$ cat src/rtl/wb_xbar_ctrl.sv
// wb_xbar_ctrl: single-master, NUM_SLAVES-port Wishbone-style crossbar controller.
// Decodes a slave index from the request address, presents a one-hot strobe,
// waits (with timeout) for the selected slave's ack and returns data/err to the master.
//
// Handshake: the master raises m_stb_i with m_we_i/m_addr_i/m_data_i and holds it
// until it sees m_ack_o or m_err_o (each a one-cycle registered pulse, never both).
// A slave completes by raising its s_ack_i bit while its s_stb_o bit is high; ack
// bits of other slaves, or acks seen while no strobe is presented, are ignored.
// A new request is taken in the IDLE cycle after the ack/err pulse.
module wb_xbar_ctrl #(
   parameter int DATA_W     = 32,
   parameter int ADDR_W     = 32,
   parameter int NUM_SLAVES = 8,
   parameter int IDX_LSB    = 28,
   parameter int TIMEOUT    = 255
) (
   input  logic                         clk,
   input  logic                         rst,
   // master side
   input  logic                         m_stb_i,
   input  logic                         m_we_i,
   input  logic [ADDR_W-1:0]            m_addr_i,
   input  logic [DATA_W-1:0]            m_data_i,
   output logic [DATA_W-1:0]            m_data_o,
   output logic                         m_ack_o,
   output logic                         m_err_o,
   // slave side
   output logic [NUM_SLAVES-1:0]        s_stb_o,
   output logic                         s_we_o,
   output logic [ADDR_W-1:0]            s_addr_o,
   output logic [DATA_W-1:0]            s_data_o,
   input  logic [NUM_SLAVES*DATA_W-1:0] s_data_i,
   input  logic [NUM_SLAVES-1:0]        s_ack_i,
   // status / debug
   output logic [7:0]                   err_cnt,
   output logic [1:0]                   dbg_state_o
);

   localparam int IDX_W = (NUM_SLAVES > 1) ? $clog2(NUM_SLAVES) : 1;
   localparam int CNT_W = 16;
   localparam logic [IDX_W:0]   NUM_S = (IDX_W+1)'(NUM_SLAVES);
   localparam logic [CNT_W-1:0] TMO   = CNT_W'(TIMEOUT);

   typedef enum logic [1:0] {
      IDLE = 2'd0,
      BUSY = 2'd1,
      RESP = 2'd2,
      ERR  = 2'd3
   } state_t;

   state_t                  state_q;
   logic [IDX_W-1:0]        idx_q;
   logic [CNT_W-1:0]        cnt_q;
   logic [NUM_SLAVES-1:0]   stb_q;
   logic                    we_q;
   logic [ADDR_W-1:0]       addr_q;
   logic [DATA_W-1:0]       wdata_q;
   logic [DATA_W-1:0]       rdata_q;
   logic                    ack_q;
   logic                    err_q;
   logic [7:0]              err_cnt_q;

   logic [IDX_W-1:0]        req_idx;
   logic                    req_ok;
   logic [NUM_SLAVES-1:0]   onehot;
   logic [DATA_W-1:0]       sel_data;
   logic                    sel_ack;

   // Decode the requested slave index, its one-hot strobe and the selected return path
   always_comb begin
      req_idx  = m_addr_i[IDX_LSB +: IDX_W];
      req_ok   = ({1'b0, req_idx} < NUM_S);
      onehot   = NUM_SLAVES'(1) << idx_q;
      sel_data = s_data_i[int'(idx_q)*DATA_W +: DATA_W];
      // stb_q is one-hot on the selected slave, so this masks both stray acks of
      // other slaves and any ack seen before the strobe is actually presented
      sel_ack  = |(s_ack_i & stb_q);
   end

   // Transaction FSM with registered master/slave outputs
   always_ff @(posedge clk) begin
      if (rst) begin
         state_q   <= IDLE;
         idx_q     <= '0;
         cnt_q     <= '0;
         stb_q     <= '0;
         we_q      <= 1'b0;
         addr_q    <= '0;
         wdata_q   <= '0;
         rdata_q   <= '0;
         ack_q     <= 1'b0;
         err_q     <= 1'b0;
         err_cnt_q <= '0;
      end else begin
         ack_q <= 1'b0;
         err_q <= 1'b0;
         case (state_q)
            IDLE: begin
               // the cycle carrying the ack/err pulse still sees the master's held
               // strobe for the finished request, so it is not a new request
               if (m_stb_i && !ack_q && !err_q) begin
                  addr_q  <= m_addr_i;
                  we_q    <= m_we_i;
                  wdata_q <= m_data_i;
                  idx_q   <= req_idx;
                  cnt_q   <= '0;
                  state_q <= req_ok ? BUSY : ERR;
               end
            end
            BUSY: begin
               if (stb_q == '0) begin
                  // first BUSY cycle: start presenting the strobe
                  stb_q <= onehot;
               end else if (sel_ack) begin
                  // ack wins over a simultaneous timeout
                  rdata_q <= sel_data;
                  stb_q   <= '0;
                  state_q <= RESP;
               end else if (cnt_q == TMO) begin
                  stb_q   <= '0;
                  state_q <= ERR;
               end else begin
                  cnt_q <= cnt_q + 1'b1;
               end
            end
            RESP: begin
               ack_q   <= 1'b1;
               state_q <= IDLE;
            end
            ERR: begin
               err_q   <= 1'b1;
               rdata_q <= '0;
               if (err_cnt_q != 8'hFF) err_cnt_q <= err_cnt_q + 1'b1;
               state_q <= IDLE;
            end
            default: state_q <= IDLE;
         endcase
      end
   end

   assign m_data_o    = rdata_q;
   assign m_ack_o     = ack_q;
   assign m_err_o     = err_q;
   assign s_stb_o     = stb_q;
   assign s_we_o      = we_q;
   assign s_addr_o    = addr_q;
   assign s_data_o    = wdata_q;
   assign err_cnt     = err_cnt_q;
   assign dbg_state_o = state_q;

endmodule

$ cat config.mk
export PLATFORM = sky130hd
export DESIGN_NAME = wb_xbar_ctrl
export DESIGN_NICKNAME = d
export VERILOG_FILES = /design/src/rtl/wb_xbar_ctrl.sv
export SDC_FILE = /design/constraint.sdc
export NUM_CORES = 1
export LEC_CHECK = 0
export BUFFER_PORTS_ARGS = -buffer_cell sky130_fd_sc_hd__clkbuf_2
export CAP_MARGIN = 5
export CORE_AREA = 2 2 175 177
export CTS_BUF_LIST = sky130_fd_sc_hd__clkbuf_8
export DETAILED_ROUTE_END_ITERATION = 7
export DIE_AREA = 0 0 177 179
export GPL_ROUTABILITY_DRIVEN = 0
export PLACE_DENSITY = 0.55
export SYNTH_ARGS = -nofsm -noshare
export SYNTH_HDL_FRONTEND = slang
export SYNTH_SLANG_ARGS = --single-unit
$ cat constraint.sdc
create_clock -name clk -period 2.5 [get_ports clk]
set_clock_uncertainty 0.2 [all_clocks]
set_input_delay 0.25 -clock clk [delete_from_list [all_inputs] [get_ports clk]]
set_output_delay 0.25 -clock clk [all_outputs]
set_load 0.01 [all_outputs]
==> summary.md <==
| Metric | Value |
|---|---|
| Worst hold endpoint | `m_data_o[2]` |
| CP endpoint kind | `register` |
| Total Routing Usage GR | `17.0%` |
| Hold Path Class | `in -> reg` |
| Register-to-Register Setup Slack | `0.25 ns` |
| Filler cell count | `3061` |
| Synth-to-layout area growth | `56.8%` |
| Final critical path time including I/O delays and setup | `2.25 ns` |
| VDD IR max | `295 uV` |
| Core ar. | `30000 um2` |
| Setup Viol. Count Final | `0` |
| Chip height | `179 um` |
| Grt ovf | `0` |
| Distinct cell type count after synthesis | `47` |
| Worst R2R End | `cnt_q[10]` |
| Final hold violation count | `0` |
| Clock-pin slew on the worst setup and hold paths | `0.11 ns` |
| Synth top area share | `39.3%` |
| Hold Worst Slack | `0.0847 ns` |
| RSZ-0062 raised after global routing | `false` |
| WS Path Type | `reg -> reg` |
| Post-synthesis sequential area ratio | `39.3%` |
| CTS sink cnt | `133` |
| Starting DRT DRC Count | `398` |
| Vias | `7529` |
| Worst Setup Start Kind | `register` |
| Std-Cell Rows | `64` |
| H-tree depth | `4` |
| Dominant cells by area after synthesis | `dfxtp_1 (39%), mux4_2 (21%), nand2_1 (8.1%), a21oi_1 (5.2%), mux2i_1 (5.0%)` |
| Num ports | `449` |
| Final Slew Violations | `0` |
| Worst EP arrival | `2.44 ns` |
| Die area | `31700 um2` |
| R2R depth | `7` |
| Synth warn | `0` |
| Avg Cell Area, Syn | `9.99 um2` |
| Critical path required time | `2.69 ns` |
| Post-Synthesis Cells | `679` |
| First-pass GRT wire length | `41.3 mm` |
| Worst-case clock buffer depth | `2` |
| Leak | `4.81 nW` |
| Cell taking the most area after synthesis | `dfxtp_1` |
| Post-Syn Area | `6780 um2` |
| Port Buf Inserts | `448` |
| CTS tree | `built` |
| Post-DP HPWL | `21.9 mm` |
| Dpl ws | `0.103 ns` |
| Max Cap Viol | `0` |
| Max Freq | `0.444 GHz` |
| Vias/cell | `4.73` |
| Status | `finished, final reports clean` |
| Root Buffer | `clkbuf_8` |
| Post-Syn Nets | `1013` |
| Setup_tns | `0 ns` |
| Post-synthesis async set-or-reset flop share | `0%` |
| Final nets | `1516` |
| Crit Path Max Fanout | `7` |
| Setup ws final | `0.250 ns` |
| Wire per inst | `18.0 um` |
| Post-synthesis register bit count | `133` |
| Drt pass-1 iters | `4` |
| Worst reg2reg startpoint | `cnt_q[8]` |
| Post-synth top flop | `dfxtp_1` |
| Vias in the first global route | `7336` |
| Antenna violations before repair | `1` |
| Post-route ant nets | `0` |
| Power density cells | `497 nW/um2` |
| Hold Startpoint | `s_data_i[194]` |
| Largest net degree at the start of global routing | `65` |
| Die width | `177 um` |
| Post-synth EDFFs | `0` |
| Part of the cycle the worst path needs | `90.0%` |
| Relative slew slack | `60.9%` |
| TritonCTS Buffers | `17` |
| Slew @ Worst Pin | `0.583 ns` |
| Clock Latency Late Sink | `0.45 ns` |
| Detailed Route WL | `28.7 mm` |
| Initial Util | `22.6%` |
| Layout cells sized above 1 | `49.1%` |
| Drt drc | `0` |
| Hold path depth | `4` |
==> logic make-up after synthesis <==
| group | after synthesis | share of synthesized area [%] |
|---|---|---|
| compound gates | 140 | 13.6 |
| flops | 133 | 39.3 |
| simple gates | 239 | 15.8 |
| mux | 98 | 26.3 |
| buf+inv | 61 | 3.87 |
| fa+ha+maj | 2 | 0.369 |
| xor+xnor | 6 | 0.775 |
==> synth_stat cells (2+ instances only) <==
| master | instances |
|---|---|
| nand4_1 | 7 |
| a32oi_1 | 4 |
| clkbuf_1 | 41 |
| nand2_1 | 147 |
| nor4_1 | 3 |
| nor3_1 | 9 |
| buf_1 | 3 |
| buf_6 | 3 |
| nor2_1 | 23 |
| and3_1 | 2 |
| ha_1 | 2 |
| or3_1 | 8 |
| nand2b_1 | 2 |
| o2111ai_1 | 5 |
| buf_2 | 9 |
| a31oi_1 | 5 |
| and2_1 | 2 |
| a21oi_1 | 71 |
| or4_1 | 6 |
| mux4_2 | 64 |
| a22oi_1 | 5 |
| inv_1 | 4 |
| o2bb2ai_1 | 32 |
| nand3_1 | 20 |
| xnor2_1 | 5 |
| or2_2 | 4 |
| mux2i_1 | 34 |
| o31ai_1 | 6 |
| dfxtp_1 | 133 |
| o211ai_1 | 3 |
==> report_power, final <==
part	total, mW	switching [mW]	internal, mW	leakage, nW
sequential	2.26	0.0628	2.20	1.08
combinational	1.16	0.533	0.629	3.52
clock	1.86	1.11	0.751	0.201
total	5.28	1.70	3.58	4.81
==> final cells by class <==
type / count / area [um2] / share of cell area [%]
multi-input cells: 485 / 3870 / 36.4
repair buffers: 540 / 3190 / 30.0
flip-flops and latches: 133 / 2670 / 25.1
well taps: 396 / 495 / 4.66
clock buffers: 17 / 234 / 2.20
clock inverters: 15 / 153 / 1.44
inverters: 5 / 18.8 / 0.176
diodes: 1 / 2.50 / 0.0235
==> cell usage in the layout (no fill, tap or decap), types with 20 or more instances in the layout <==
master / instances
mux4_2: 64
o2bb2ai_1: 32
dlygate4sd3_1: 66
dfxtp_1: 131
clkbuf_2: 447
nand2_1: 147
nand3_1: 20
mux2i_1: 34
nor2_1: 22
buf_4: 20
a21oi_1: 71
==> per-stage QoR <==
stage	utilization [%]	power [mW]	instances	cell area, um2
2_1_floorplan	-	2.87	679	6780
3_3_place_gp	31.9	3.37	1493	9580
3_5_place_dp	31.9	3.39	1493	9580
4_1_cts	35.4	5.39	1591	10600
5_1_grt	35.4	5.59	1592	10600
6_report	35.4	5.28	1592	10600
==> worst max-delay path, cell delays in order (launching register included) <==
cell	delay (ns)
dfxtp_1	0.37
or4_1	0.59
nor4_4	0.24
buf_4	0.17
nor3_1	0.04
buf_4	0.16
a2111oi_2	0.29
a31o_2	0.14
==> flip-flops by register name (all words and copies together) (netlist names) <==
register / count
s_addr_o: 30
dbg_state_o: 2
err_cnt: 8
m_err_o: 1
idx_q: 2
cnt_q: 16
s_we_o: 1
s_data_o: 32
m_data_o: 32
m_ack_o: 1
s_stb_o: 8
==> worst max-delay path by stage <==
stage          cells after the start   endpoint            from  slack, ns
6_report                           7  cnt_q[10]        cnt_q[8]       0.25
5_1_grt                            7  cnt_q[10]        cnt_q[8]       0.14
4_1_cts                            6  cnt_q[15]      s_stb_o[7]       0.09
3_5_place_dp                       6   cnt_q[2]      s_ack_i[4]       0.10
3_3_place_gp                       6   cnt_q[2]      s_ack_i[4]       0.14
2_1_floorplan                      7   cnt_q[2]  dbg_state_o[0]       0.39
==> what timing repair did <==
item / 4_1_cts / 5_1_grt
hold endpoints to repair: 73 / 0
hold buffers: 66 / 0
endpoints found under the setup margin: 0 / 4
gates resized for setup: 0 / 1
setup buffers: 0 / 0
==> layer usage <==
| metal | GRT usage [%] | part of all wire, % | up-vias |
|---|---|---|---|
| met3 | 5.13 | 8.2 | 34 |
| met1 | 20.4 | 40 | 3630 |
| met2 | 28.9 | 50 | 327 |
| met5 | 0 | 0 | - |
| li1 | - | - | 3538 |
| met4 | 5.96 | 2.0 | 0 |
Note: power is estimated with default switching activity, not from simulation.
